File: config.mk
export PLATFORM = sky130hd
export DESIGN_NAME = square_tone_gen
export DESIGN_NICKNAME = d
export VERILOG_FILES = /design/src/rtl/tone_pkg.sv /design/src/rtl/switch_freq_map.sv /design/src/rtl/square_tone_gen.sv
export SDC_FILE = /design/constraint.sdc
export NUM_CORES = 1
export LEC_CHECK = 0
export CORE_MARGIN = 2
export CORE_UTILIZATION = 40
export DETAILED_ROUTE_END_ITERATION = 7
export GPL_ROUTABILITY_DRIVEN = 1
export GPL_TIMING_DRIVEN = 1
export PLACE_DENSITY = 0.74
export SYNTH_ARGS = -nofsm -noshare
export SYNTH_HDL_FRONTEND = slang
export SYNTH_SLANG_ARGS = --single-unit
File: constraint.sdc
create_clock -name clk -period 1.9 [get_ports clk]
set_input_delay 0.38 -clock clk [delete_from_list [all_inputs] [get_ports clk]]
set_output_delay 0.38 -clock clk [all_outputs]
set_load 0.1 [all_outputs]
File: src/rtl/tone_pkg.sv
// tone_pkg: shared constants for the switch-selected square tone source.
//   WIDTH       : sample / frequency-control width
//   SW_W        : user switch width
//   HALF_PERIOD : switch index -> half-period in clocks (0 = mute)
//   MUTE        : half-period value that silences the generator
package tone_pkg;

  localparam int WIDTH = 8;
  localparam int SW_W  = 4;
  localparam int MUTE  = 0;

  typedef logic [SW_W-1:0]  sw_t;
  typedef logic [WIDTH-1:0] hp_t;

  // Packed, entry 15 first so that HALF_PERIOD[i] is table entry i.
  localparam hp_t [15:0] HALF_PERIOD = {
    8'd64, 8'd56, 8'd48, 8'd40, 8'd32, 8'd28, 8'd24, 8'd20,
    8'd16, 8'd14, 8'd12, 8'd10, 8'd8,  8'd6,  8'd4,  8'd0
  };

endpackage

File: src/rtl/switch_freq_map.sv
// switch_freq_map: brings the asynchronous user switch into the clk domain
// and registers its half-period from the lookup table.
//   clk, rst_n        : clock, async active-low reset
//   switch            : raw user tone select (asynchronous)
//   frequency_control : registered half-period, 3 edges after switch
module switch_freq_map #(
  parameter int WIDTH = tone_pkg::WIDTH
) (
  input  logic                     clk,
  input  logic                     rst_n,
  input  logic [tone_pkg::SW_W-1:0] switch,
  output logic [WIDTH-1:0]         frequency_control
);
  import tone_pkg::*;

  sw_t sw_s1, sw_s2;

  always_ff @(posedge clk or negedge rst_n) begin
    if (!rst_n) begin
      sw_s1             <= '0;
      sw_s2             <= '0;
      frequency_control <= '0;
    end else begin
      sw_s1             <= switch;
      sw_s2             <= sw_s1;
      frequency_control <= WIDTH'(HALF_PERIOD[sw_s2]);
    end
  end

endmodule

File: src/rtl/square_tone_gen.sv
// square_tone_gen: switch-selected full-scale square wave, one sample/clock.
//   clk, rst_n        : clock, async active-low reset
//   switch            : user tone select (asynchronous)
//   frequency_control : registered half-period in clocks, 0 = mute
//   square_out        : 0 or AMPLITUDE, period 2*frequency_control
module square_tone_gen #(
  parameter int               WIDTH     = tone_pkg::WIDTH,
  parameter logic [WIDTH-1:0] AMPLITUDE = 8'hFF
) (
  input  logic                      clk,
  input  logic                      rst_n,
  input  logic [tone_pkg::SW_W-1:0] switch,
  output logic [WIDTH-1:0]          frequency_control,
  output logic [WIDTH-1:0]          square_out
);
  import tone_pkg::*;

  localparam logic [WIDTH-1:0] ONE     = WIDTH'(1);
  localparam logic [WIDTH-1:0] MUTE_FC = WIDTH'(MUTE);

  logic [WIDTH-1:0] count;

  switch_freq_map #(.WIDTH(WIDTH)) u_map (
    .clk               (clk),
    .rst_n             (rst_n),
    .switch            (switch),
    .frequency_control (frequency_control)
  );

  // >= rather than == so a half-period that shrinks below the running count
  // toggles on the next edge; count and level are kept across tone changes
  // for phase continuity. Count never exceeds the largest table entry - 1.
  always_ff @(posedge clk or negedge rst_n) begin
    if (!rst_n) begin
      count      <= '0;
      square_out <= '0;
    end else if (frequency_control == MUTE_FC) begin
      count      <= '0;
      square_out <= '0;
    end else if (count >= frequency_control - ONE) begin
      count      <= '0;
      square_out <= (square_out == '0) ? AMPLITUDE : '0;
    end else begin
      count      <= count + ONE;
    end
  end

endmodule

Word level (Yosys, flattened, before mapping):

Memory sizes are Yosys's and may differ from the RTL's. A register that Yosys moved wholly into a read port is not among the register bits.
Cells that the tools add are included.

* register bits: 24
* ROM bits: 128
* bits of input ports: 6
* output and inout bits: 16
* logic and storage cells: 17
* memories kept: 1

Memory list
* (name not given): depth 16, width 8, rd ports 1, clocked after Yosys merged registers in 1, wr ports 0, line switch_freq_map.sv:26 `frequency_control <= WIDTH'(HALF_PERIOD[sw_s2]);`

* add/subtract/negate cells: 2
* $lt $le $gt $ge: 1
* muxes and demuxes: 5
* reductions and logical operators: 4

Operator list (count)
* 8-bit 2-to-1 mux: 5
* 8-bit zero test: 2
* 8-bit by 1-bit adder with 8-bit output, second input constant: 1
* 8-bit greater-or-equal comparator: 1
* 8-bit by 1-bit subtractor with 8-bit output, second input constant: 1
* 2-bit nonzero test: 1
* 1-bit zero test: 1

Longest topological paths before layout:

* word-level depth: 4
* gate-level depth with buffers: 9
* mapped depth without buffers: 9

By module:

A second synthesis with hierarchy kept.

* cell total of the unflattened synthesis: 120
* area, all modules: 1337.5 um2

Modules (own cells, without submodules)
* square_tone_gen: instances 1, cells an instance 83, area each 794.5 um2, seq. area each 225.2 um2
* switch_freq_map: instances 1, cells an instance 37, area each 543.0 um2, seq. area each 350.3 um2

Least setup slack after synthesis:

Ideal clock, no wire load.

* kind: flip-flop to flip-flop
* start point: register u_map.frequency_control[1]
* end point: register count[2]
* setup time: 0.073 ns
* data arrival time: 2.578 ns
* required time: 1.827 ns
* slack: -0.751 ns
* cell stages (with the launch flop): 10
* path buffers: 0
* clock period less this slack: 2.651 ns
* cells stage by stage: dfrtp_1 > inv_1 > ha_1 > nand2_1 > xor2_1 > ha_1 > a21o_1 > a221oi_2 > o211ai_2 > nor2_1

* longest elaborated chain between the ends: 4
* elaborated cells between the ends (all ways): 5
* classes of those cells: add/sub: 1; order compare: 1; mux: 2; reduce/logical: 1

Ends and longest elaborated chain
* from (decl): line switch_freq_map.sv:12 `output logic [WIDTH-1:0] frequency_control`
* 8-bit by 1-bit subtractor with 8-bit output: line square_tone_gen.sv:40 `end else if (count >= frequency_control - ONE) begin`
* 8-bit greater-or-equal comparator: line square_tone_gen.sv:40
* 8-bit 2-to-1 mux: line square_tone_gen.sv:40
* 8-bit 2-to-1 mux (*): line square_tone_gen.sv:37 `end else if (frequency_control == MUTE_FC) begin`
* to (signal assigned): line square_tone_gen.sv:44 `count <= count + ONE;`
* to (decl): line square_tone_gen.sv:21 `logic [WIDTH-1:0] count;`

Mark *: on every way between the ends. The rest lies on a longest branch, timed or not.
A chain may end at the register's enable or synchronous reset.

Worst setup path in the final report:

* start point: register u_map.frequency_control[1]
* end point: register count[5]

The elaborated chain is that of the path after synthesis.

==> results.tsv <==
metric	value	unit
max-cap-violations	0	
skew	0.003464	ns
drt-vias-per-instance	5.012	
p_switching	1195	uW
synthArstFlopShare	100.0	%
cts_buffers	3	
synthDistinctLibCells	28	
reg2reg_slack	-0.25	ns
syn_to_final_growth	45.67	%
cts_root_buffer	clkbuf_4	
power_frac_clock	9.4	%
cellInternalPower	1192	uW
die_w	58.40	microns
cts_tree	built	
initial_utilization	42.56	%
p_leak	0.0007852	uW
met3_wirelength	106	microns
hpwl	1747	microns
start_kind	flop	
hold_path.class	input pin to asynchronous set/reset pin	
p_total	2387	uW
yosysTopAreaCell	dfrtp_1	
ys_seq_elements	23	
violations	negative setup slack	
topRoutingLayerUsed	met4	
coreArea	2781	sq um
final_nets	156	
maxSlewViolCount	0	
placementRows	19	
crit_type	flop to flop	
grt_usage	14.62	%
swShare	50.05	%
die_h	58.40	microns
vias	842	
layout-drive-gt1-share	37.96	%
synth_area_leaders	dfrtp_1 (49%), ha_1 (13%), buf_4 (5.7%)	
synth_area_per_cell	10.86	sq um
grt_max_degree	15	
clock_latency	0.31	ns
p_per_area	1385	nW/um^2
setup_viol	9	
netlist_area	1184	sq um
place.port_buffers	19	
p_comb_share	62.3	%
htreeDepth	1	
synth_top_area_share	48.63	%
ys_seq_area_share	48.63	%
cts.sinks	23	
r2r_start	u_map.frequency_control[1]$_DFF_PN0_	
endpoint_kind	flop	
finalCriticalPeriod	2.152	ns
drt_iter0_drc	13	
wire_per_inst	12.55	microns
r2r-end	count[5]$_DFF_PN0_	
finalCritPeriodShare	113.3	%
crit_arrival	2.40	ns
grt_antenna_before_repair	0	
antennaDiodeCount	0	
cts.clk_slew.worst_paths	0.12	ns
grt-ovfl-total	0	
synth_cells	109	
holdBufCountCts	0	
clock_path_buffers	2	
drtAntennaViolNets	0	
hold_ws	0.3368	ns
synth.most_common_cell	dfrtp_1	
power_frac_seq	28.3	%
place_congestion	0.7908	
reg2reg_depth	9	
fmax	464.7	MHz
m1WireLength	849	microns
peakVddDrop	1384	uV
grt_pass1_vias	882	
grt_pass1_wl	3774	microns
synth_edf_count	0	
fp.dieArea	3410	sq um
outcome	finished, violations left	
crit_required	2.15	ns
netlist_top_cells_count	dfrtp_1 (23), ha_1 (12), nor2_1 (12)	
yosys_warnings	0	
rsz0062_at_grt	yes	
hold_viol_final	0	
drc	0	
pin_count	22	
cp_max_fo	8	
wl	2109	microns
synth_top_flop_cell	dfrtp_1	
wl_met2	1129	microns
layout_setup_ws	-0.2518	ns
dr.pass1.iters	4	
-- sequential cells by signal, indices dropped and copies added, names as in the netlist --
name,cells
u_map.frequency_control,6
u_map.sw_s1,4
square_out,1
count,8
u_map.sw_s2,4
-- layout make-up --
class,instances,area (sq um)
clock buffer,3,22.52
timing repair buffer,34,442.9
tap,31,38.79
multi-input combinational,72,596.8
fill,215,1057
inverter,4,20.02
sequential,23,595.6
clock inverter,1,7.507
-- logic make-up after synthesis --
| family | Yosys count | synth area share, % |
|---|---|---|
| compound gates | 11 | 6.870 |
| xor+xnor | 11 | 8.139 |
| fa+ha+maj | 12 | 12.68 |
| buf+inv | 15 | 7.610 |
| flops | 23 | 48.63 |
| mux | 3 | 2.643 |
| other cells | 1 | 0.3168 |
| simple gates | 33 | 13.11 |
-- cell usage in the layout (no fill, tap or decap), types with 4 or more instances in the layout --
master	n
ha_1	11
dfrtp_1	17
clkdlybuf4s50_1	5
xnor2_1	4
buf_4	15
xor2_1	7
dfrtp_4	5
nand3_1	6
nand2_1	5
nor2_1	11
buf_12	14
-- worst max-delay path by stage --
stage                                                     from            endpoint  slack (ns)  cells past startpoint
after floorplan           u_map.frequency_control[1]$_DFF_PN0_  count[0]$_DFF_PN0_       -0.26                      9
after global placement    u_map.frequency_control[4]$_DFF_PN0_  count[0]$_DFF_PN0_       -0.16                      8
after detailed placement  u_map.frequency_control[4]$_DFF_PN0_  count[5]$_DFF_PN0_       -0.28                      8
after CTS                 u_map.frequency_control[1]$_DFF_PN0_  count[5]$_DFF_PN0_       -0.25                      9
after global routing      u_map.frequency_control[4]$_DFF_PN0_  count[2]$_DFF_PN0_       -0.35                      8
final                     u_map.frequency_control[1]$_DFF_PN0_  count[5]$_DFF_PN0_       -0.25                      9
-- timing repair --
item	4_1_cts	5_1_grt
endpoints found under the setup margin	9	9
pin swaps	6	1
setup buffers	1	0
gates resized for setup	4	1
hold endpoints to repair	0	0
-- per-stage QoR --
step           setup WS [ns]  instance area, sq um  setup TNS (ns)  utilization, %  instances
2_1_floorplan        -0.2602                  1256          -2.238               -        110
3_3_place_gp         -0.1583                  1655          -1.310           59.51        163
3_5_place_dp         -0.2843                  1655          -2.329           59.51        163
4_1_cts              -0.2506                  1719          -1.969           61.81        168
5_1_grt              -0.3484                  1724          -2.966           61.99        168
6_report             -0.2518                  1724          -1.990           61.99        168
-- layer usage --
metal | track usage [%] | vias to the layer above
li1 | - | 414
met1 | 16.45 | 393
met2 | 27.77 | 31
met3 | 1.538 | 4
met4 | 5.980 | 0
met5 | 0 | -
-- power by group through the flow --
| stage | Sequential [uW] | Clock, uW | Combinational, uW |
|---|---|---|---|
| final | 676 | 224 | 1490 |
| after CTS | 674 | 232 | 1490 |
| after global routing | 690 | 252 | 1570 |
| after detailed placement | 685 | 0 | 1460 |
| after floorplan | 812 | 0 | 887 |
| after global placement | 675 | 0 | 1440 |
-- critical path, cell delays in order (launching register included) --
cell and delay, ns:
dfrtp_4 0.53, inv_4 0.07, ha_4 0.14, nand2_2 0.05
xor2_1 0.14, ha_1 0.31, a21o_1 0.19, a221oi_4 0.34
o211ai_4 0.17, nor2_1 0.15
Note: power is estimated with default switching activity, not from simulation.
==> RTL edit: new RTL, config.mk and constraints unchanged <==
`SW_W`: 4 -> 6.
--- a/src/rtl/tone_pkg.sv
+++ b/src/rtl/tone_pkg.sv
@@ -6,7 +6,7 @@
 package tone_pkg;
 
   localparam int WIDTH = 8;
-  localparam int SW_W  = 4;
+  localparam int SW_W  = 6;
   localparam int MUTE  = 0;
 
   typedef logic [SW_W-1:0]  sw_t;
Ports: changed (resized switch); port bits go from 22 to 24. No check against the original RTL was run, so the function may have changed too.
==> RTL edit against the unedited design <==
- the run still ends with negative setup slack left
- synthesized area is 0.21% higher
- final area is 0.43% lower
- wire length is 6.1% higher
- via count is 0.36% higher
- sequential cell count stayed put
- power is 0.89% higher
- critical path depth stayed put
- worst setup slack worse by 65 ps
- first-iteration DRC count is 23% lower
- critical endpoint is now square_out[6]
==> RTL edit: results (changes against the unedited design) <==
.. list-table::
   :header-rows: 1

   * - Metric
     - Value
   * - Worst voltage drop across the vdd grid
     - 0.00174 V (+26%)
   * - Global-route usage over all layers
     - 15.9% (+1.3 points)
   * - Crit path max-delay family
     - simple AND/OR/NAND/NOR gates
   * - Drt pass-1 iters
     - 3 (-1)
   * - Drt first-iter violations
     - 10 (-3)
   * - Highest cell delay on the worst timing path
     - 510 ps (-20 ps)
   * - Nets
     - 157 (+0.64%)
   * - Hold Worst Slack
     - 363 ps (+26.3 ps)
   * - Number of setup violations in the final report
     - 9 (unchanged)
   * - Via count of the first global-routing pass
     - 888 (+0.68%)
   * - Via count normalized by instance count
     - 5.06 (+0.96%)
   * - Leakage power summed over all cells
     - 0.792 nW (+0.92%)
   * - Share of cells above drive strength 1
     - 38.2% (+0.28 points)
   * - Violations in the final reports
     - negative setup slack
   * - Post-route worst setup slack
     - -316 ps (-64.6 ps)
   * - Post-synthesis sequential area ratio
     - 48.5% (-0.10 points)
   * - Leading cell types by total area after synthesis
     - sky130_fd_sc_hd__dfrtp_1 (49%), sky130_fd_sc_hd__ha_1 (13%), sky130_fd_sc_hd__buf_4 (5.7%), sky130_fd_sc_hd__xor2_1 (5.2%), sky130_fd_sc_hd__nor2_1 (3.8%)
   * - Via count of the routed design
     - 845 (+0.36%)
   * - P_seq
     - 0.654 mW (-3.3%)
   * - Outcome
     - finished, violations left
   * - Setup slack at placement
     - -425 ps (-141 ps)
   * - Cell Pwr Density
     - 1400 nW/µm² (+1.3%)
   * - Total negative slack for setup checks
     - -2690 ps (-703 ps)
   * - Detailed Route WL
     - 2.24 mm (+6.1%)
   * - Arrival time at the worst endpoint
     - 2420 ps (+20 ps)
==> RTL edit: cell types whose count changed after synthesis, sizes merged <==
| cell | before | now |
|---|---|---|
| nand4 | 0 | 1 |
| nor4b | 1 | 0 |
| nand2 | 6 | 5 |
| nand3b | 0 | 1 |
| and2 | 2 | 3 |
| nor4 | 1 | 0 |
| nand3 | 6 | 4 |
| nor3 | 1 | 2 |
| or3 | 0 | 1 |
==> RTL edit: metal layers <==
metal  track usage (%)  wire [µm]
met1              18.7        902
met5                 0          0
met3              2.64         96
met4              7.64         62
met2              28.1       1180
==> RTL edit: area by class of cell <==
| type | count | area, µm² |
|---|---|---|
| clock inverter | 1 | 5.00 |
| timing repair buffer | 33 | 439 |
| multi-input combinational | 72 | 603 |
| sequential | 23 | 588 |
| inverter | 4 | 20.0 |
| fill | 227 | 1060 |
| clock buffer | 3 | 22.5 |
| tap | 31 | 38.8 |
==> RTL edit: worst max path at each step <==
stage	endpoint	slack (ps)	cells after the start	start
finish	square_out[6]	-320	9	u_map.frequency_control[1]
global route	count[5]	-390	9	u_map.frequency_control[1]
CTS	count[5]	-320	10	u_map.frequency_control[1]
detailed placement	count[5]	-420	9	u_map.frequency_control[1]
global placement	count[0]	-300	9	u_map.frequency_control[1]
floorplan	count[0]	-420	9	u_map.frequency_control[1]
==> RTL edit: logic make-up (layout without fill, tap and decap cells) <==
logic type                 count (synthesis)  after routing  synth area share (%)
AOI/OAI and AO/OA                         11             11                  6.86
xor gates and xnor gates                  11             11                  8.12
adders and majority gates                 12             12                  12.7
buffers and inverters                     15             41                  7.59
DFF                                       23             23                  48.5
muxes                                      3              3                  2.64
other                                      1              2                 0.316
and+or+nand+nor                           33             33                  13.3
